$ cat src/rtl/ercm_err_monitor_pkg.sv
// ercm_pkg: shared state encoding and datapath widths for the ERCM error monitor
package ercm_pkg;
  localparam int PROD_W = 16;
  localparam int OPND_W = 8;
  typedef enum logic [1:0] {IDLE, ACCUM, DRAIN, REPORT} state_t;
endpackage

$ cat src/rtl/ercm_err_monitor_if.sv
// ercm_err_monitor_if: sample-in and report-out handshakes of the error monitor
interface ercm_err_monitor_if import ercm_pkg::*; #(parameter int WIN_LOG2 = 8, parameter int SUM_W = 24);
  logic start;
  logic in_valid;
  logic in_ready;
  logic [OPND_W-1:0] in_a;
  logic [OPND_W-1:0] in_b;
  logic [PROD_W-1:0] in_prod;
  logic busy;
  logic rpt_valid;
  logic rpt_ready;
  logic [SUM_W-1:0] rpt_sum;
  logic [PROD_W-1:0] rpt_max;
  logic [WIN_LOG2:0] rpt_cnt;
  logic rpt_over;
  modport master (
    output start, in_valid, in_a, in_b, in_prod, rpt_ready,
    input in_ready, busy, rpt_valid, rpt_sum, rpt_max, rpt_cnt, rpt_over
  );
  modport slave (
    input start, in_valid, in_a, in_b, in_prod, rpt_ready,
    output in_ready, busy, rpt_valid, rpt_sum, rpt_max, rpt_cnt, rpt_over
  );
endinterface

$ cat src/rtl/ercm_abs_diff.sv
// ercm_abs_diff: |exact - approx| of two unsigned products plus a nonzero flag
module ercm_abs_diff import ercm_pkg::*; (
  input  logic [PROD_W-1:0] i_exact,
  input  logic [PROD_W-1:0] i_approx,
  output logic [PROD_W-1:0] o_err,
  output logic              o_nz
);
  logic [PROD_W:0] w_diff;
  // Signed 17-bit difference; the magnitude of a negative value always fits 16 bits
  always_comb begin
    w_diff = {1'b0, i_exact} - {1'b0, i_approx};
    o_err  = w_diff[PROD_W] ? PROD_W'(-w_diff) : w_diff[PROD_W-1:0];
    o_nz   = |o_err;
  end
endmodule

$ cat src/rtl/ercm_err_monitor.sv
// ercm_err_monitor: windowed error statistics of an approximate multiplier
module ercm_err_monitor import ercm_pkg::*; #(
  parameter int WIN_LOG2 = 8,
  parameter int SUM_W    = 24
) (
  input logic clk,
  input logic rst_n,
  ercm_err_monitor_if.slave bus
);
  localparam logic [WIN_LOG2:0] WIN_LAST = {1'b0, {WIN_LOG2{1'b1}}};
  state_t r_state, w_next;
  logic [WIN_LOG2:0] r_acc;
  logic r_s1_v;
  logic [PROD_W-1:0] r_s1_exact, r_s1_prod;
  logic [SUM_W-1:0] r_sum;
  logic [PROD_W-1:0] r_max;
  logic [WIN_LOG2:0] r_cnt;
  logic r_over;
  logic w_start, w_accept, w_last, w_in_ready, w_busy, w_rpt_valid, w_nz;
  logic [PROD_W-1:0] w_err;
  logic [SUM_W:0] w_sum_ext;

  assign w_start   = bus.start && r_state == IDLE;
  assign w_accept  = bus.in_valid && w_in_ready;
  assign w_last    = w_accept && r_acc == WIN_LAST;
  assign w_sum_ext = {1'b0, r_sum} + (SUM_W+1)'(w_err);

  ercm_abs_diff u_abs (
    .i_exact (r_s1_exact),
    .i_approx(r_s1_prod),
    .o_err   (w_err),
    .o_nz    (w_nz)
  );

  // State register
  always_ff @(posedge clk)
    if (!rst_n) r_state <= IDLE;
    else r_state <= w_next;

  // Next state: DRAIN leaves once S1 is empty, since S2 retires in the same edge S1 drains into it
  always_comb begin
    w_next = r_state;
    w_next = r_state == IDLE  ? (bus.start ? ACCUM : IDLE) :
             r_state == ACCUM ? (w_last ? DRAIN : ACCUM) :
             r_state == DRAIN ? (r_s1_v ? DRAIN : REPORT) :
                                (bus.rpt_ready ? IDLE : REPORT);
  end

  // State-decoded handshake outputs
  always_comb begin
    w_in_ready  = r_state == ACCUM && !r_acc[WIN_LOG2];
    w_busy      = r_state != IDLE;
    w_rpt_valid = r_state == REPORT;
  end

  // Sample counter and S1 pipeline stage capturing the exact and approximate products
  always_ff @(posedge clk)
    if (!rst_n) begin
      r_acc      <= '0;
      r_s1_v     <= 1'b0;
      r_s1_exact <= '0;
      r_s1_prod  <= '0;
    end else begin
      r_s1_v <= w_accept;
      if (w_start) r_acc <= '0;
      else if (w_accept) r_acc <= r_acc + 1'b1;
      if (w_accept) begin
        r_s1_exact <= PROD_W'(bus.in_a) * PROD_W'(bus.in_b);
        r_s1_prod  <= bus.in_prod;
      end
    end

  // S2 stage: saturating sum, running max, nonzero-error count, sticky overflow
  always_ff @(posedge clk)
    if (!rst_n || w_start) begin
      r_sum  <= '0;
      r_max  <= '0;
      r_cnt  <= '0;
      r_over <= 1'b0;
    end else if (r_s1_v) begin
      r_sum  <= w_sum_ext[SUM_W] ? '1 : w_sum_ext[SUM_W-1:0];
      r_over <= r_over | w_sum_ext[SUM_W];
      r_max  <= w_err > r_max ? w_err : r_max;
      r_cnt  <= r_cnt + (WIN_LOG2+1)'(w_nz);
    end

  assign bus.in_ready  = w_in_ready;
  assign bus.busy      = w_busy;
  assign bus.rpt_valid = w_rpt_valid;
  assign bus.rpt_sum   = r_sum;
  assign bus.rpt_max   = r_max;
  assign bus.rpt_cnt   = r_cnt;
  assign bus.rpt_over  = r_over;
endmodule

$ cat src/flat_wrapper.sv
// flat-port wrapper written by rule: the top's interface ports become plain ports
module ercm_err_monitor_flat import ercm_pkg::*;
#(
  parameter int WIN_LOG2 = 8,
  parameter int SUM_W    = 24
)
  (clk, rst_n, bus_start, bus_in_valid, bus_in_a, bus_in_b, bus_in_prod, bus_rpt_ready, bus_in_ready, bus_busy, bus_rpt_valid, bus_rpt_sum, bus_rpt_max, bus_rpt_cnt, bus_rpt_over);
  ercm_err_monitor_if #(.WIN_LOG2(WIN_LOG2), .SUM_W(SUM_W)) bus_i ();
  input logic clk;
  input logic rst_n;
  input wire logic [$bits(bus_i.start)-1:0] bus_start;
  input wire logic [$bits(bus_i.in_valid)-1:0] bus_in_valid;
  input wire logic [$bits(bus_i.in_a)-1:0] bus_in_a;
  input wire logic [$bits(bus_i.in_b)-1:0] bus_in_b;
  input wire logic [$bits(bus_i.in_prod)-1:0] bus_in_prod;
  input wire logic [$bits(bus_i.rpt_ready)-1:0] bus_rpt_ready;
  output wire logic [$bits(bus_i.in_ready)-1:0] bus_in_ready;
  output wire logic [$bits(bus_i.busy)-1:0] bus_busy;
  output wire logic [$bits(bus_i.rpt_valid)-1:0] bus_rpt_valid;
  output wire logic [$bits(bus_i.rpt_sum)-1:0] bus_rpt_sum;
  output wire logic [$bits(bus_i.rpt_max)-1:0] bus_rpt_max;
  output wire logic [$bits(bus_i.rpt_cnt)-1:0] bus_rpt_cnt;
  output wire logic [$bits(bus_i.rpt_over)-1:0] bus_rpt_over;
  assign bus_i.start = bus_start;
  assign bus_i.in_valid = bus_in_valid;
  assign bus_i.in_a = bus_in_a;
  assign bus_i.in_b = bus_in_b;
  assign bus_i.in_prod = bus_in_prod;
  assign bus_i.rpt_ready = bus_rpt_ready;
  assign bus_in_ready = bus_i.in_ready;
  assign bus_busy = bus_i.busy;
  assign bus_rpt_valid = bus_i.rpt_valid;
  assign bus_rpt_sum = bus_i.rpt_sum;
  assign bus_rpt_max = bus_i.rpt_max;
  assign bus_rpt_cnt = bus_i.rpt_cnt;
  assign bus_rpt_over = bus_i.rpt_over;
  ercm_err_monitor #(.WIN_LOG2(WIN_LOG2), .SUM_W(SUM_W)) u_core (.clk(clk), .rst_n(rst_n), .bus(bus_i));
endmodule
$ cat config.mk
export PLATFORM = sky130hd
export DESIGN_NAME = ercm_err_monitor_flat
export DESIGN_NICKNAME = d
export VERILOG_FILES = /design/src/rtl/ercm_err_monitor_pkg.sv /design/src/rtl/ercm_err_monitor_if.sv /design/src/rtl/ercm_abs_diff.sv /design/src/rtl/ercm_err_monitor.sv /design/src/flat_wrapper.sv
export SDC_FILE = /design/constraint.sdc
export NUM_CORES = 1
export LEC_CHECK = 0
export BUFFER_PORTS_ARGS = -buffer_cell sky130_fd_sc_hd__buf_2
export CORE_AREA = 10 10 120 150
export DETAILED_ROUTE_END_ITERATION = 8
export DIE_AREA = 0 0 130 160
export GPL_ROUTABILITY_DRIVEN = 0
export PLACE_DENSITY = 0.76
export SLEW_MARGIN = 20
export SYNTH_ARGS = -nofsm -noshare
export SYNTH_HDL_FRONTEND = slang
export SYNTH_HIERARCHICAL = 1
export SYNTH_SLANG_ARGS = --single-unit
export TNS_END_PERCENT = 5
$ cat constraint.sdc
create_clock -name clk -period 7.9 [get_ports clk]
set_clock_uncertainty 0.2 [all_clocks]
set_input_delay 0.79 -clock clk [delete_from_list [all_inputs] [get_ports clk]]
set_output_delay 0.79 -clock clk [all_outputs]
set_load 0.05 [all_outputs]
; ---- Word-level counts from Yosys, hierarchy flattened
; Index checks and enable logic that the tools add are counted.
; W data, S select, Z words.
[op_classes]
n_reduce_logical = 12
n_eq_ne = 4
multipliers = 1
n_lt_le_gt_ge = 1
add_sub_neg = 5
bitwise = 2
n_mux = 9
[ops]
columns = op, n
row1 = $add A24 B16 Y25, 1
row2 = $mux W24, 1
row3 = $sub A16 B16 Y17, 1
row4 = $gt A16 B16 Y1, 1
row5 = $mul A8 B8 Y16, 1
row6 = $mux W16, 1
row7 = $neg A16 Y16, 1
row8 = $reduce_or A16 Y1, 1
row9 = $mux W2, 5
row10 = $add A9 B1 Y9, 1
row11 = $add A9 B1 Y9 const B, 1
row12 = $eq A9 B8 Y1 const B, 1
row13 = $eq A2 B2 Y1 const B, 2
row14 = $logic_and A1 B1 Y1, 4
row15 = $eq A2 B1 Y1 const B, 1
row16 = $logic_not A1 Y1, 2
row17 = $logic_not A2 Y1, 1
row18 = $mux W1, 2
row19 = $reduce_and A2 Y1, 1
row20 = $reduce_bool A2 Y1, 1
row21 = $reduce_or A2 Y1, 1
row22 = $logic_or A1 B1 Y1, 1
row23 = $not A1 Y1, 1
row24 = $or A1 B1 Y1, 1
[totals]
output_inout_bits = 53
ff_bits = 94
in_bits = 37

; ---- Longest topological paths before layout
; Gate-level depths: netlist (run 1).
[logic_depth]
word_depth = 7
ltp_mapped = 22
mapped_depth_nobuf = 21

; ---- Cells and area by module
; Netlist (run 1), hierarchy kept.
[modules_own_cells]
columns = mod, instances, cells_each, seq_area_each_um2, area_each_um2
row1 = ercm_err_monitor, 1, 794, 1881.8, 6920.4
row2 = ercm_abs_diff, 1, 195, 0.0, 1386.3

; ---- Worst setup path after synthesis (run 1)
; Ideal clock, no wire load.
[synth_path]
path_type = input to register
startpoint = in bus_in_a[1]
endpoint = reg u_core.r_s1_exact[14]
setup_slack_ns = 3.088
arrival_ns = 4.533
required_time_ns = 7.621
setup_ns = 0.079
stages = 14
cell_sequence = and2_1 -> fa_1 -> fa_1 -> fa_1 -> inv_1 -> fa_1 -> inv_1 -> ha_1 -> a21o_1 -> a2111oi_2 -> o21ai_1 -> a31oi_1 -> nand4_1 -> o211ai_1
[synth_via]
elab_chain_len = 1
[synth_lines]
columns = item, line_no
row1 = from (decl), flat_wrapper.sv:13  ; input wire logic [$bits(bus_i.in_a)-1:0] bus_in_a;
row2 = $mul A8 B8 Y16, ercm_err_monitor.sv:68  ; r_s1_exact <= PROD_W'(bus.in_a) * PROD_W'(bus.in_b);
row3 = to (signal assigned), ercm_err_monitor.sv:68
row4 = to (decl), ercm_err_monitor.sv:14  ; logic [PROD_W-1:0] r_s1_exact, r_s1_prod;
; No other way between the ends.
; A chain may end at the register's enable or synchronous reset.

; ---- Final worst setup path (run 1)
[layout_path]
startpoint = reg u_core.r_s1_exact[0]
endpoint = reg u_core.r_sum[5], in the netlist u_core/bus.rpt_sum[5]
[layout_via]
elab_chain_len = 5
[layout_lines]
columns = item, line_no
row1 = $sub A16 B16 Y17 (*), ercm_abs_diff.sv:11  ; w_diff = {1'b0, i_exact} - {1'b0, i_approx};
row2 = $neg A16 Y16, ercm_abs_diff.sv:12  ; o_err = w_diff[PROD_W] ? PROD_W'(-w_diff) : w_diff[PROD_W-1:0];
row3 = $mux W16 (*), ercm_abs_diff.sv:12
row4 = net u_core.w_err[14], ercm_err_monitor.sv:20  ; logic [PROD_W-1:0] w_err;
row5 = $add A24 B16 Y25 (*), ercm_err_monitor.sv:26  ; assign w_sum_ext = {1'b0, r_sum} + (SUM_W+1)'(w_err);
row6 = $mux W24 (*), ercm_err_monitor.sv:81  ; r_sum <= w_sum_ext[SUM_W] ? '1 : w_sum_ext[SUM_W-1:0];
row7 = to (signal assigned), ercm_err_monitor.sv:81
row8 = to (decl), ercm_err_monitor.sv:15  ; logic [SUM_W-1:0] r_sum;
; The timed path passes the listed nets; every way through them passes the cells marked *.

==> qor.yml, run 1 <==
timing.fmax_mhz: 187
dpl.cell_count: 1238
fin_setup_tns_ns: 0
synth_top_area_share: 0.227
rsz0062_at_grt: "false"
cp_max_fo: 15
whs_endpoint: "u_core/bus.rpt_over"
numCtsBuffers: 9
ctsResizeCount: 0
syn_area_sq_um: 8310
fin_crit_sh: 0.677
critPathKind: "flip-flop to flip-flop"
ys_ff_latch: 94
synthTopCellsByArea: "dfxtp_1 23%, ha_1 14%, fa_1 9.2%, inv_1 4.7%, and2_1 4.4%"
yosys_warnings: 6
p_leak_nw: 4.05
power.density_nw_per_um2: 322
status: "finished clean"
wl_per_cell_um: 14.9
die_area_sq_um: 20800
drt_pass1_iterations: 5
cts_hold_buf: 0
layout_commonest_cell: "inv_1"
setup_viol_count_final: 0
cts_tree: "done"
startpoint_type: "flip-flop"
yosysSeqAreaShare: 0.227
h-tree-depth: 3
r2r_slack_ns: 2.55
clock-root-buffer: "clkbuf_16"
postSynthCellCount: 989
fin_area_sq_um: 9170
die_h_um: 160
drtIter0Drc: 325
dp_hpwl_um: 15100
worstHoldStart: "u_core/bus.rpt_over"
drc_errors: 0
area_delta_synth_final_pct: 10.4
worst_slew_pin_slew_ns: 0.710
drt-vias-per-instance: 5.57
critPathCaptureType: "flip-flop"
hp-class: "flip-flop to flip-flop"
arrival_ns: 5.34
n_antenna_cell: 0
cts_sinks: 94
worstRegToRegCells: 19
ys.flop_type: "dfxtp_1"
r2r_start: "u_core/r_s1_exact[0]"
placed_cell_area_sq_um: 8880
r2r-end: "u_core/bus.rpt_sum[5]"
instances_no_fill: 1254
final_antenna_net_count: 0
synth_nets: 1154
synth_edf_count: 0
numPortBuffers: 89
whs_path_depth: 2
async_flop_share: 0
io_pins: 90
cts_buffer_depth: 2
fp.coreArea_sq_um: 15200
drive_gt1_frac: 0.148
cts.clk_slew.worst_paths_ns: 0.07
slew_viol_final: 0
vdd.ir_drop.worst_mv: 0.151
setup_ws_ns: 2.55
die_x_um: 130
yosysUniqueCellTypes: 82
postCtsSetupBuffers: 0
grt_remaining_overflow: 0
syn_area_per_cell_sq_um: 8.40
clock_latency_ns: 0.35
rows: 51
grt_max_degree: 42
postLayoutCoreUtil: 0.604
initial_core_util: 0.547
relSlewSlack: 0.527
final.min_clock_period_ns: 5.35
crit_required_ns: 7.89
vias: 6986
grt_pass1_wl_um: 31800
nNetsFinal: 1229
synth_area_leader_cell: "dfxtp_1"
track_usage: 0.181
final_hold_viol_count: 0
antenna_found_initial: 0
drt_wl_total_um: 18600
drv_cap: 0
dp_slack_ns: 2.58
layout_common_cells: "104 x inv_1, 97 x nand2_1, 94 x dfxtp_1"
grt_pass1_vias: 6953
[per-layer routing]
metal / global-route usage / up-vias / routed length, um
met5: 0 / - / 0
met4: 0.0512 / 0 / 298
met3: 0.0338 / 23 / 794
met2: 0.325 / 140 / 9430
met1: 0.211 / 3267 / 8110
li1: - / 3556 / -
[area by class of cell]
| cell class | instances | area (sq um) |
|---|---|---|
| clock buffer | 9 | 225 |
| timing repair buffer | 94 | 483 |
| multi-input combinational | 761 | 5890 |
| inverter | 104 | 390 |
| tap | 185 | 231 |
| sequential | 94 | 1880 |
| fill | 1383 | 6020 |
| clock inverter | 7 | 62.6 |
[cell families (layout without fill, tap and decap cells)]
logic type / after synthesis / in the layout / share of synthesized area
AOI/OAI and AO/OA: 236 / 236 / 0.201
DFF: 94 / 94 / 0.227
muxes: 6 / 6 / 0.00738
adders and majority gates: 128 / 128 / 0.227
and+or+nand+nor: 331 / 331 / 0.209
buffers and inverters: 134 / 214 / 0.0649
xor gates and xnor gates: 60 / 60 / 0.0642
[critical path, cell delays in order (launching register included)]
cell	delay, ns
dfxtp_1	0.32
inv_1	0.05
ha_1	0.18
inv_1	0.07
fa_1	0.40
a211oi_1	0.35
nor2_1	0.12
xnor2_2	0.18
or4b_1	0.50
and4bb_1	0.32
nand3_1	0.14
o41ai_1	0.38
xor2_1	0.35
ha_1	0.37
nor2b_1	0.16
o21ai_0	0.16
nand2b_1	0.11
nor2_1	0.11
o21a_1	0.59
a21oi_1	0.15
[registers in the layout, indices dropped and copies added (netlist names)]
name,cells
u_core/bus.rpt_max,16
u_core/r_s1_v,1
u_core/bus.rpt_cnt,9
u_core/r_acc,9
u_core/r_s1_prod,16
u_core/r_s1_exact,16
u_core/bus.rpt_sum,24
u_core/r_state,2
u_core/bus.rpt_over,1
[worst max-delay path by stage]
stage	endpoint	depth (start not counted)	start
after floorplan	u_core/r_s1_exact[14]	14	bus_in_a[1]
final	u_core/bus.rpt_sum[5]	19	u_core/r_s1_exact[0]
after detailed placement	u_core/bus.rpt_sum[5]	19	u_core/r_s1_exact[0]
after global routing	u_core/bus.rpt_sum[5]	19	u_core/r_s1_exact[0]
after CTS	u_core/bus.rpt_sum[5]	19	u_core/r_s1_exact[0]
after global placement	u_core/bus.rpt_sum[21]	20	u_core/r_s1_exact[0]
[stage by stage]
stage,hold WS [ns],total power [W]
6_report,0.247,0.00295
5_1_grt,0.287,0.00323
4_1_cts,0.250,0.00295
3_5_place_dp,0.238,0.00252
3_3_place_gp,0.232,0.00248
2_1_floorplan,0.241,0.00215
[synthesized netlist by cell type, types with 23 or more instances]
cell type / n
a21boi_0: 23
a21oi_1: 42
and2_1: 59
dfxtp_1: 94
fa_1: 38
ha_1: 90
inv_1: 104
nand2_1: 97
nand3_1: 37
nor2_1: 57
o21ai_0: 50
xnor2_1: 34
xor2_1: 25
[where the power goes]
part / switching (W) / internal [W] / total, W
registers: 0.0000197 / 0.000500 / 0.000520
logic: 0.00120 / 0.000807 / 0.00201
clock network: 0.000198 / 0.000221 / 0.000419
total: 0.00142 / 0.00153 / 0.00295
Power figures use the tool's default switching activity.
==> run 2, diff against run 1 <==
--- a/config.mk
+++ b/config.mk
@@ -6,11 +6,11 @@
 export NUM_CORES = 1
 export LEC_CHECK = 0
 export BUFFER_PORTS_ARGS = -buffer_cell sky130_fd_sc_hd__buf_2
-export CORE_AREA = 10 10 120 150
+export CORE_AREA = 10 10 121 151
 export DETAILED_ROUTE_END_ITERATION = 8
-export DIE_AREA = 0 0 130 160
+export DIE_AREA = 0 0 131 161
 export GPL_ROUTABILITY_DRIVEN = 0
-export PLACE_DENSITY = 0.76
+export PLACE_DENSITY = 0.78
 export SLEW_MARGIN = 20
 export SYNTH_ARGS = -nofsm -noshare
 export SYNTH_HDL_FRONTEND = slang
==> constraint.sdc (replaced) <==
create_clock -name clk -period 4.4 [get_ports clk]
set_clock_uncertainty 0.2 [all_clocks]
set_input_delay 0.44 -clock clk [delete_from_list [all_inputs] [get_ports clk]]
set_output_delay 0.44 -clock clk [all_outputs]
set_load 0.05 [all_outputs]
==> run 2 against run 1 <==
Compared with the run above: the run now ends with setup timing left; hold slack lost 0.12 ns; critical path depth shrank 1; sequential power grew 80%; clock power grew 97%; combinational power grew to 2.7 times the previous value; register-to-register slack lost 3.0 ns; first-iteration DRC count grew 15%; global-route usage grew 1.7 points; routed wire length grew 14%; critical path type unchanged; largest power group unchanged; highest routed layer unchanged.
==> qor.yml, run 2 (synthesis results as in run 1) <==
worstHoldStart: "bus_in_prod[13]"
layout_common_cells: "135 x buf_4, 100 x inv_1, 96 x nand2_1"
critPathKind: "flip-flop to flip-flop"
wl_per_cell_um: 15.1  # +1.3%
pwr-share-comb: 0.751  # +0.069
violations: "setup timing"
whs_ns: 0.131  # -0.115 ns
relSlewSlack: 0.561  # +0.0344
drt_wl_total_um: 21300  # +14%
swShare: 0.439  # -0.0432
p_int_w: 0.00398  # +160%
worst_slew_pin_slew_ns: 0.657  # -0.0525 ns
crit_start: "u_core/r_s1_prod[1]"
numPortBuffers: 89  # unchanged
r2r_start: "u_core/r_s1_prod[1]"
nFillCells: 1195  # -14%
dp_slack_ns: -0.470  # -3.05 ns
drc_errors: 0  # unchanged
final.min_clock_period_ns: 4.86  # -0.490 ns
drtIter0Drc: 373  # +15%
p_seq_frac: 0.132  # -0.044
rows: 51  # unchanged
io_pins: 90  # unchanged
drv_cap: 0  # unchanged
p_leak_nw: 4.81  # +19%
startpoint_type: "flip-flop"
vias: 7664  # +9.7%
postLayoutCoreUtil: 0.694  # +0.0904
dp_hpwl_um: 16600  # +9.8%
setup_viol_count_final: 49  # +49
grt_pass1_vias: 7765  # +12%
power.density_nw_per_um2: 664  # +110%
setup_ws_ns: -0.458  # -3.01 ns
clock_latency_ns: 0.36  # about the same
cts_sinks: 94  # unchanged
track_usage: 0.199  # +0.0175
die_x_um: 131  # +0.77%
status: "complete, but fails checks"
grt_pass1_wl_um: 34800  # +9.6%
rsz0062_at_grt: "true"
slowest_stage: "or4b_4"
fin_setup_tns_ns: -15.41  # -15.41 ns
die_area_sq_um: 21100  # +1.4%
vdd.ir_drop.worst_mv: 0.358  # +140%
timing.fmax_mhz: 206  # +10%
layout_commonest_cell: "buf_4"
clock-root-buffer: "clkbuf_16"
final_antenna_net_count: 0  # unchanged
max_stage_delay_ns: 0.52  # -0.07 ns
slew_viol_final: 0  # unchanged
numCtsBuffers: 9  # unchanged
die_h_um: 161  # +0.63%
fin_crit_sh: 1.10  # +0.427
initial_core_util: 0.540  # -0.00681
drive_gt1_frac: 0.287  # +0.139
cts_buffer_depth: 2  # unchanged
arrival_ns: 4.92  # -0.42 ns
path_buf_inv: 2  # unchanged
critPathCaptureType: "flip-flop"
cts_tree: "done"
crit_chain: "inv_2 -> ha_4 -> or2b_1 -> a21oi_2 -> mux2_4 -> or4b_4 -> and4bb_1 -> nand3_2 -> o41ai_4 -> xor2_2 -> ha_1 -> nand4_1 -> or2_4 -> o22a_1 -> a31oi_4 -> clkbuf_16 -> nand3_1 -> o31ai_1"
drt_pass1_iterations: 5  # unchanged
final-seq-area_sq_um: 1890  # +0.27%
grt_max_degree: 43  # +2.4%
cp_max_fo: 8  # -7
nNetsFinal: 1365  # +11%
crit_required_ns: 4.46  # -3.43 ns
cp_top_family: "simple AND/OR/NAND/NOR gates"
n_antenna_cell: 0  # unchanged
largest_reg_flops: 24  # unchanged
clkPwrFrac: 0.117  # -0.025
final_hold_viol_count: 0  # unchanged
p_switching_w: 0.00311  # +120%
hp-class: "input port to flip-flop"
cts.clk_slew.worst_paths_ns: 0.07  # about the same
antenna_found_initial: 1  # +1
area_delta_synth_final_pct: 28.5
fp.coreArea_sq_um: 15400  # +1.3%
grt_remaining_overflow: 0  # unchanged
multi_input_area_sq_um: 6250  # +6.0%
h-tree-depth: 3  # unchanged
cts_hold_buf: 0  # unchanged
drt-vias-per-instance: 5.41  # -2.9%
-- run 2: area by class of cell --
cell class	instances	area share
sequential	94	0.177
inverter	104	0.0366
clock buffer	9	0.0211
tap	212	0.0249
multi-input combinational	761	0.585
clock inverter	7	0.00821
timing repair buffer	230	0.147
-- run 2: worst register-to-register path, stage by stage, from the launching register on --
cell	delay, ns
dfxtp_2	0.33
inv_2	0.05
ha_4	0.25
or2b_1	0.25
a21oi_2	0.19
mux2_4	0.32
or4b_4	0.52
and4bb_1	0.33
nand3_2	0.14
o41ai_4	0.35
xor2_2	0.14
ha_1	0.33
nand4_1	0.13
or2_4	0.29
o22a_1	0.26
a31oi_4	0.32
clkbuf_16	0.22
nand3_1	0.09
o31ai_1	0.08
-- run 2: timing repair --
item / in CTS / in global routing
buffers inserted: 3 / 6
pin swaps: 20 / 21
resized for setup: 39 / 29
gates cloned: 0 / 2
endpoints found under the setup margin: 50 / 57
-- run 2: power groups by stage --
stage | clock [W] | sequential, W | combinational [W]
finish | 0.000827 | 0.000937 | 0.00533
global route | 0.000864 | 0.000941 | 0.00583
floorplan | 0 | 0.00101 | 0.00288
detailed placement | 0 | 0.000954 | 0.00465
CTS | 0.000844 | 0.000936 | 0.00497
global placement | 0 | 0.000953 | 0.00451
-- run 2: worst paths after layout --
path         slack, ns                    end  cells after the start
max              -0.46  u_core/bus.rpt_max[5]                     18
min               0.13   u_core/r_s1_prod[13]                      3
max reg2reg      -0.46  u_core/bus.rpt_max[5]                     18
min reg2reg       0.24    u_core/bus.rpt_over                      2
-- run 2: metal layers --
layer | vias to the layer above | wire length (um) | GRT usage
met5 | - | 0 | 0
met2 | 164 | 11100 | 0.371
met3 | 54 | 830 | 0.0275
met4 | 0 | 816 | 0.0866
met1 | 3626 | 8600 | 0.213
li1 | 3820 | - | -
-- run 2: through the flow --
stage,instance area [sq um],power (W),std cells
2_1_floorplan,8340,0.00389,989
3_3_place_gp,9900,0.00546,1390
3_5_place_dp,9900,0.00561,1390
4_1_cts,10500,0.00675,1409
5_1_grt,10700,0.00763,1417
6_report,10700,0.00709,1417
